==> src/rtl/morse_encoder.sv <==
// Morse character encoder: one ASCII character per handshake, keyed out as timed marks/spaces
// with a parallel DIT/DAH/GAP/SPACE strobe stream. Optional MORSE_LOWERCASE_EN accepts a-z as A-Z.
module morse_encoder #(
    parameter int UNIT_CYCLES = 4
) (
    input  logic       clk,
    input  logic       reset,
    input  logic [7:0] letter,
    input  logic       letter_valid,
    output logic       letter_ready,
    output logic       key,
    output logic [2:0] symbol,
    output logic       busy,
    output logic       err
);

    // Sized for the word gap (4 units), the longest single state.
    localparam int CW = $clog2(4 * UNIT_CYCLES + 1);
    localparam logic [CW-1:0] C_1U = CW'(UNIT_CYCLES - 1);
    localparam logic [CW-1:0] C_3U = CW'(3 * UNIT_CYCLES - 1);
    localparam logic [CW-1:0] C_4U = CW'(4 * UNIT_CYCLES - 1);

    localparam logic [2:0] SYM_WAIT  = 3'd0;
    localparam logic [2:0] SYM_DIT   = 3'd1;
    localparam logic [2:0] SYM_DAH   = 3'd2;
    localparam logic [2:0] SYM_GAP   = 3'd3;
    localparam logic [2:0] SYM_SPACE = 3'd4;

    typedef enum logic [2:0] {
        S_IDLE,
        S_MARK,
        S_ELEM_GAP,
        S_LETTER_GAP,
        S_WORD_GAP
    } state_t;

    state_t        r_state;
    logic [CW-1:0] r_cnt;
    logic [3:0]    r_pat;
    logic [2:0]    r_left;
    logic          r_key;
    logic [2:0]    r_symbol;
    logic          r_err;

    logic       w_is_alpha;
    logic [4:0] w_idx;
    logic [2:0] w_len;
    logic [3:0] w_pat;

    // Code table: length plus left-aligned pattern, 1 = dah, sent MSB first.
    always_comb begin
        w_is_alpha = (letter >= 8'd65) && (letter <= 8'd90);
        w_idx      = 5'(letter - 8'd65);
`ifdef MORSE_LOWERCASE_EN
        if ((letter >= 8'd97) && (letter <= 8'd122)) begin
            w_is_alpha = 1'b1;
            w_idx      = 5'(letter - 8'd97);
        end
`endif
        case (w_idx)
            5'd0:    {w_len, w_pat} = {3'd2, 4'b0100}; // A .-
            5'd1:    {w_len, w_pat} = {3'd4, 4'b1000}; // B -...
            5'd2:    {w_len, w_pat} = {3'd4, 4'b1010}; // C -.-.
            5'd3:    {w_len, w_pat} = {3'd3, 4'b1000}; // D -..
            5'd4:    {w_len, w_pat} = {3'd1, 4'b0000}; // E .
            5'd5:    {w_len, w_pat} = {3'd4, 4'b0010}; // F ..-.
            5'd6:    {w_len, w_pat} = {3'd3, 4'b1100}; // G --.
            5'd7:    {w_len, w_pat} = {3'd4, 4'b0000}; // H ....
            5'd8:    {w_len, w_pat} = {3'd2, 4'b0000}; // I ..
            5'd9:    {w_len, w_pat} = {3'd4, 4'b0111}; // J .---
            5'd10:   {w_len, w_pat} = {3'd3, 4'b1010}; // K -.-
            5'd11:   {w_len, w_pat} = {3'd4, 4'b0100}; // L .-..
            5'd12:   {w_len, w_pat} = {3'd2, 4'b1100}; // M --
            5'd13:   {w_len, w_pat} = {3'd2, 4'b1000}; // N -.
            5'd14:   {w_len, w_pat} = {3'd3, 4'b1110}; // O ---
            5'd15:   {w_len, w_pat} = {3'd4, 4'b0110}; // P .--.
            5'd16:   {w_len, w_pat} = {3'd4, 4'b1101}; // Q --.-
            5'd17:   {w_len, w_pat} = {3'd3, 4'b0100}; // R .-.
            5'd18:   {w_len, w_pat} = {3'd3, 4'b0000}; // S ...
            5'd19:   {w_len, w_pat} = {3'd1, 4'b1000}; // T -
            5'd20:   {w_len, w_pat} = {3'd3, 4'b0010}; // U ..-
            5'd21:   {w_len, w_pat} = {3'd4, 4'b0001}; // V ...-
            5'd22:   {w_len, w_pat} = {3'd3, 4'b0110}; // W .--
            5'd23:   {w_len, w_pat} = {3'd4, 4'b1001}; // X -..-
            5'd24:   {w_len, w_pat} = {3'd4, 4'b1011}; // Y -.--
            5'd25:   {w_len, w_pat} = {3'd4, 4'b1100}; // Z --..
            default: {w_len, w_pat} = {3'd0, 4'b0000};
        endcase
    end

    // r_pat holds the elements still to send (current one already consumed), r_left their count.
    always_ff @(posedge clk or posedge reset) begin
        if (reset) begin
            r_state  <= S_IDLE;
            r_cnt    <= '0;
            r_pat    <= '0;
            r_left   <= '0;
            r_key    <= 1'b0;
            r_symbol <= SYM_WAIT;
            r_err    <= 1'b0;
        end else begin
            r_symbol <= SYM_WAIT;
            r_err    <= 1'b0;
            case (r_state)
                S_IDLE: begin
                    if (letter_valid) begin
                        if (w_is_alpha) begin
                            r_state  <= S_MARK;
                            r_pat    <= {w_pat[2:0], 1'b0};
                            r_left   <= w_len - 3'd1;
                            r_key    <= 1'b1;
                            r_symbol <= w_pat[3] ? SYM_DAH : SYM_DIT;
                            r_cnt    <= w_pat[3] ? C_3U : C_1U;
                        end else if (letter == 8'd32) begin
                            r_state  <= S_WORD_GAP;
                            r_symbol <= SYM_SPACE;
                            r_cnt    <= C_4U;
                        end else begin
                            r_err <= 1'b1;
                        end
                    end
                end
                S_MARK: begin
                    if (r_cnt != '0) begin
                        r_cnt <= r_cnt - 1'b1;
                    end else if (r_left != 3'd0) begin
                        r_state <= S_ELEM_GAP;
                        r_key   <= 1'b0;
                        r_cnt   <= C_1U;
                    end else begin
                        r_state  <= S_LETTER_GAP;
                        r_key    <= 1'b0;
                        r_symbol <= SYM_GAP;
                        r_cnt    <= C_3U;
                    end
                end
                S_ELEM_GAP: begin
                    if (r_cnt != '0) begin
                        r_cnt <= r_cnt - 1'b1;
                    end else begin
                        r_state  <= S_MARK;
                        r_key    <= 1'b1;
                        r_symbol <= r_pat[3] ? SYM_DAH : SYM_DIT;
                        r_cnt    <= r_pat[3] ? C_3U : C_1U;
                        r_pat    <= {r_pat[2:0], 1'b0};
                        r_left   <= r_left - 3'd1;
                    end
                end
                S_LETTER_GAP, S_WORD_GAP: begin
                    if (r_cnt != '0) r_cnt <= r_cnt - 1'b1;
                    else             r_state <= S_IDLE;
                end
                default: r_state <= S_IDLE;
            endcase
        end
    end

    assign letter_ready = (r_state == S_IDLE);
    assign busy         = (r_state != S_IDLE);
    assign key          = r_key;
    assign symbol       = r_symbol;
    assign err          = r_err;

endmodule

==> config.mk <==
export PLATFORM = sky130hd
export DESIGN_NAME = morse_encoder
export DESIGN_NICKNAME = d
export VERILOG_FILES = /design/src/rtl/morse_encoder.sv
export SDC_FILE = /design/constraint.sdc
export NUM_CORES = 1
export LEC_CHECK = 0
export ABC_AREA = 1
export BUFFER_PORTS_ARGS = -buffer_cell sky130_fd_sc_hd__buf_2
export CORE_MARGIN = 5
export CORE_UTILIZATION = 30
export CTS_CLUSTER_SIZE = 24
export DETAILED_ROUTE_END_ITERATION = 10
export PLACE_DENSITY = 0.55
export SLEW_MARGIN = 20
export SYNTH_ARGS = -nofsm -noshare
export SYNTH_HDL_FRONTEND = slang
export SYNTH_SLANG_ARGS = --single-unit
==> constraint.sdc <==
create_clock -name clk -period 1.85 [get_ports clk]
set_clock_uncertainty 0.15 [all_clocks]
set_input_delay 0.555 -clock clk [delete_from_list [all_inputs] [get_ports clk]]
set_output_delay 0.555 -clock clk [all_outputs]
set_load 0.01 [all_outputs]
==> impl_metrics.toml <==
[grt]
gr-usage-met1_pct = 16.4
grt_antenna_before_repair = 0
busiest_layer = "met2"
overflow = 0
grt_pass1_vias = 1765
grt_start_max_net_pins = 20
grt_use_total_pct = 12.9
grt_pass1_wl_um = 7790
met3_usage_pct = 2.23
use_met2_pct = 22.8

[critical_path]
cp_data_arrival_time_ns = 2.17
cp-end-kind = "flip-flop"
max_stage_delay_ns = 0.21
r2r_setup_slack_ns = 0.02
worstRegToRegCells = 11
cp-start-kind = "primary input"
timing.rr.end = "r_left[2]$_DFFE_PP0P_"
cp_max_fo = 3
critPathKind = "primary input to flip-flop"
cpMaxStageDelayCell = "ha_2"
worst_ep_required_time_ns = 1.90
crit_path_cell_trace = "buf_8 > clkinvlp_4 > buf_6 > ha_1 > inv_1 > nor2_4 > nor2_4 > nand2_2 > o211ai_1 > nand3_1 > o21ai_1 > ha_2 > inv_2 > nand3_2 > nand3_2 > nand2_2"
r2r_start = "r_cnt[0]$_DFFE_PP0P_"

[timing]
tightest_slew_ns = 0.335
worst_slack_ns = -0.272
finalCritPeriodShare_pct = 115
slew_violations = 0
rsz0062_at_grt = "yes"
max-slew-margin-rel_pct = 77.6
setup_viol = 14
fin_crit_ns = 2.12
finalSetupTns_ns = -0.969
achievable-frequency_mhz = 471
hold_ws_ns = 0.154
hold_viol = 0

[clock_tree]
cts_buffers = 3
cts_root_buf = "clkbuf_8"
clk_latency_ns = 0.25
cts_tree = "done"
clkTransAtPathRegs_ns = 0.08
h-tree-depth = 1
cts_sinks = 19
clk_path_buf_depth = 2

[floorplanning]
core_mm2 = 0.00551
pin_count = 18
row_count = 27
initial_utilization_pct = 30.9
die_area_mm2 = 0.00727
die_x_um = 85.3
die_h_um = 85.3

[logic_synthesis]
synth_seq_area_share_pct = 28.0
synth_seq_cells = 19
syn-num-nets = 277
synth.distinct_cells = 29
netlist_instances = 256
avgSynthCellArea_um2 = 6.64
yosysWarnings = 0
syn_area_mm2 = 0.00170

[route]
firstDrtPassIters = 5
wl_per_cell_um = 11.5
via_per_inst = 4.58
first_iter_violations = 73
drc = 0
postRouteAntennaNets = 0
dr_total_vias = 1837
wl_um = 4600

[power]
p_int_mw = 1.55
power.share.combinational_pct = 65.6
peakVddDrop_mv = 0.598
power_density_mw_per_mm2 = 1110
clkPwrFrac_pct = 10.2
p_sw_share_pct = 45.9
design_power_total_mw = 2.87
switchingPower_mw = 1.32
p_seq_share_pct = 24.2
p_leak_nw = 1.34

[final_layout]
drive_above_1_share_pct = 45.6
final_common_cell = "nand2_1"
areaGrowthSynthToFinish_pct = 51.7
layout_common_cells = "nand2_1 (78), buf_4 (48), nand3_1 (19), dfrtp_1 (19), nand2_2 (17)"
diodes = 0
layout.nets = 351

[worst_hold_path]
hp-class = "primary input to asynchronous set/reset pin"

[place]
gp_congestion = 0.865
portBuffers = 17
dp_hpwl_um = 3560

[status]
status = "finished with violations"
violations = "negative setup slack"

[job]
maxCapViolations = 0
cell usage after synthesis:
library cell / number / area, um2
inv_1: 21 / 78.8
or2_2: 1 / 6.26
a21oi_1: 4 / 20.0
nor4_1: 1 / 6.26
nand2_4: 3 / 33.8
xnor2_1: 1 / 8.76
dfrtp_1: 19 / 475
a31oi_1: 1 / 6.26
clkinv_2: 1 / 5.00
nand3_1: 27 / 135
nor2_2: 7 / 43.8
nand3_2: 1 / 10.0
o21ai_2: 3 / 26.3
ha_1: 10 / 125
inv_2: 8 / 30.0
o21ai_1: 11 / 55.1
xor2_1: 1 / 8.76
nand3_4: 2 / 35.0
o211ai_1: 2 / 15.0
o21bai_1: 1 / 7.51
nor2_1: 14 / 52.6
o21ai_0: 9 / 45.0
nand2_1: 88 / 330
buf_2: 1 / 5.00
nand4_1: 3 / 18.8
nor3b_4: 1 / 18.8
nor3_1: 2 / 10.0
nand3b_2: 1 / 11.3
nand2_2: 12 / 75.1
how the worst max path moves through the flow:
stage                    from                    end  slack (ns)  cells after the start
finish              letter[1]  r_left[2]$_DFFE_PP0P_       -0.27                     16
global route        letter[1]  r_left[2]$_DFFE_PP0P_       -0.38                     17
CTS                 letter[1]  r_left[2]$_DFFE_PP0P_       -0.25                     17
detailed placement  letter[1]  r_left[2]$_DFFE_PP0P_       -0.54                     16
global placement    letter[1]  r_left[2]$_DFFE_PP0P_       -0.50                     16
floorplan           letter[1]  r_left[2]$_DFFE_PP0P_       -0.32                     15
through the flow:
step / std cells / utilization [%] / setup slack (ns) / cell area [um2]
4_1_cts: 397 / 44.1 / -0.248 / 2430
5_1_grt: 401 / 46.8 / -0.377 / 2580
3_5_place_dp: 388 / 40.8 / -0.538 / 2250
6_report: 401 / 46.8 / -0.272 / 2580
3_3_place_gp: 388 / 40.8 / -0.501 / 2250
2_1_floorplan: 256 / - / -0.325 / 1730
metal layers:
metal	share of wire, %	wire length, um
met1	46	2110
met2	51	2340
met3	2.4	109
met4	0.98	45
met5	0	0
registers in the layout, summed over array words and instances, names as in the netlist:
name,flops
key,1
r_left,3
r_cnt,5
err,1
r_state,3
r_pat,3
symbol,3
final cells by class:
class | instances | area [um2]
flip-flops and latches | 19 | 475
repair buffers | 69 | 515
fillers | 563 | 2930
well taps | 72 | 90.1
inverters | 30 | 131
clock buffers | 3 | 41.3
multi-input cells | 207 | 1320
clock inverters | 1 | 5.00
power by group through the flow:
stage               clock (mW)  sequential, mW  combinational (mW)
floorplan                    0           0.682                1.03
global placement             0           0.683                1.55
detailed placement           0           0.686                1.57
CTS                      0.304           0.686                1.72
global route             0.320           0.718                2.10
finish                   0.292           0.694                1.88
critical path: cells and delay by family:
| kind | cells | cell delay, ns |
|---|---|---|
| compound gates | 2 | 0.26 |
| simple gates | 7 | 0.50 |
| fa+ha+maj | 2 | 0.41 |
| buf+inv | 5 | 0.44 |
logic make-up after synthesis:
logic type	count (synthesis)	synth area share [%]
simple gates	163	46.3
buf+inv	31	7.00
fa+ha+maj	10	7.36
flops	19	28.0
compound gates	31	10.3
xor+xnor	2	1.03
what timing repair did:
item | in CTS | in global routing
pin swaps | 16 | 20
gates cloned | 1 | 0
endpoints found under the setup margin | 18 | 18
hold buffers | 0 | 0
resized for setup | 26 | 28
setup buffers | 5 | 4
No activity file was read; power rests on OpenSTA's default activity.
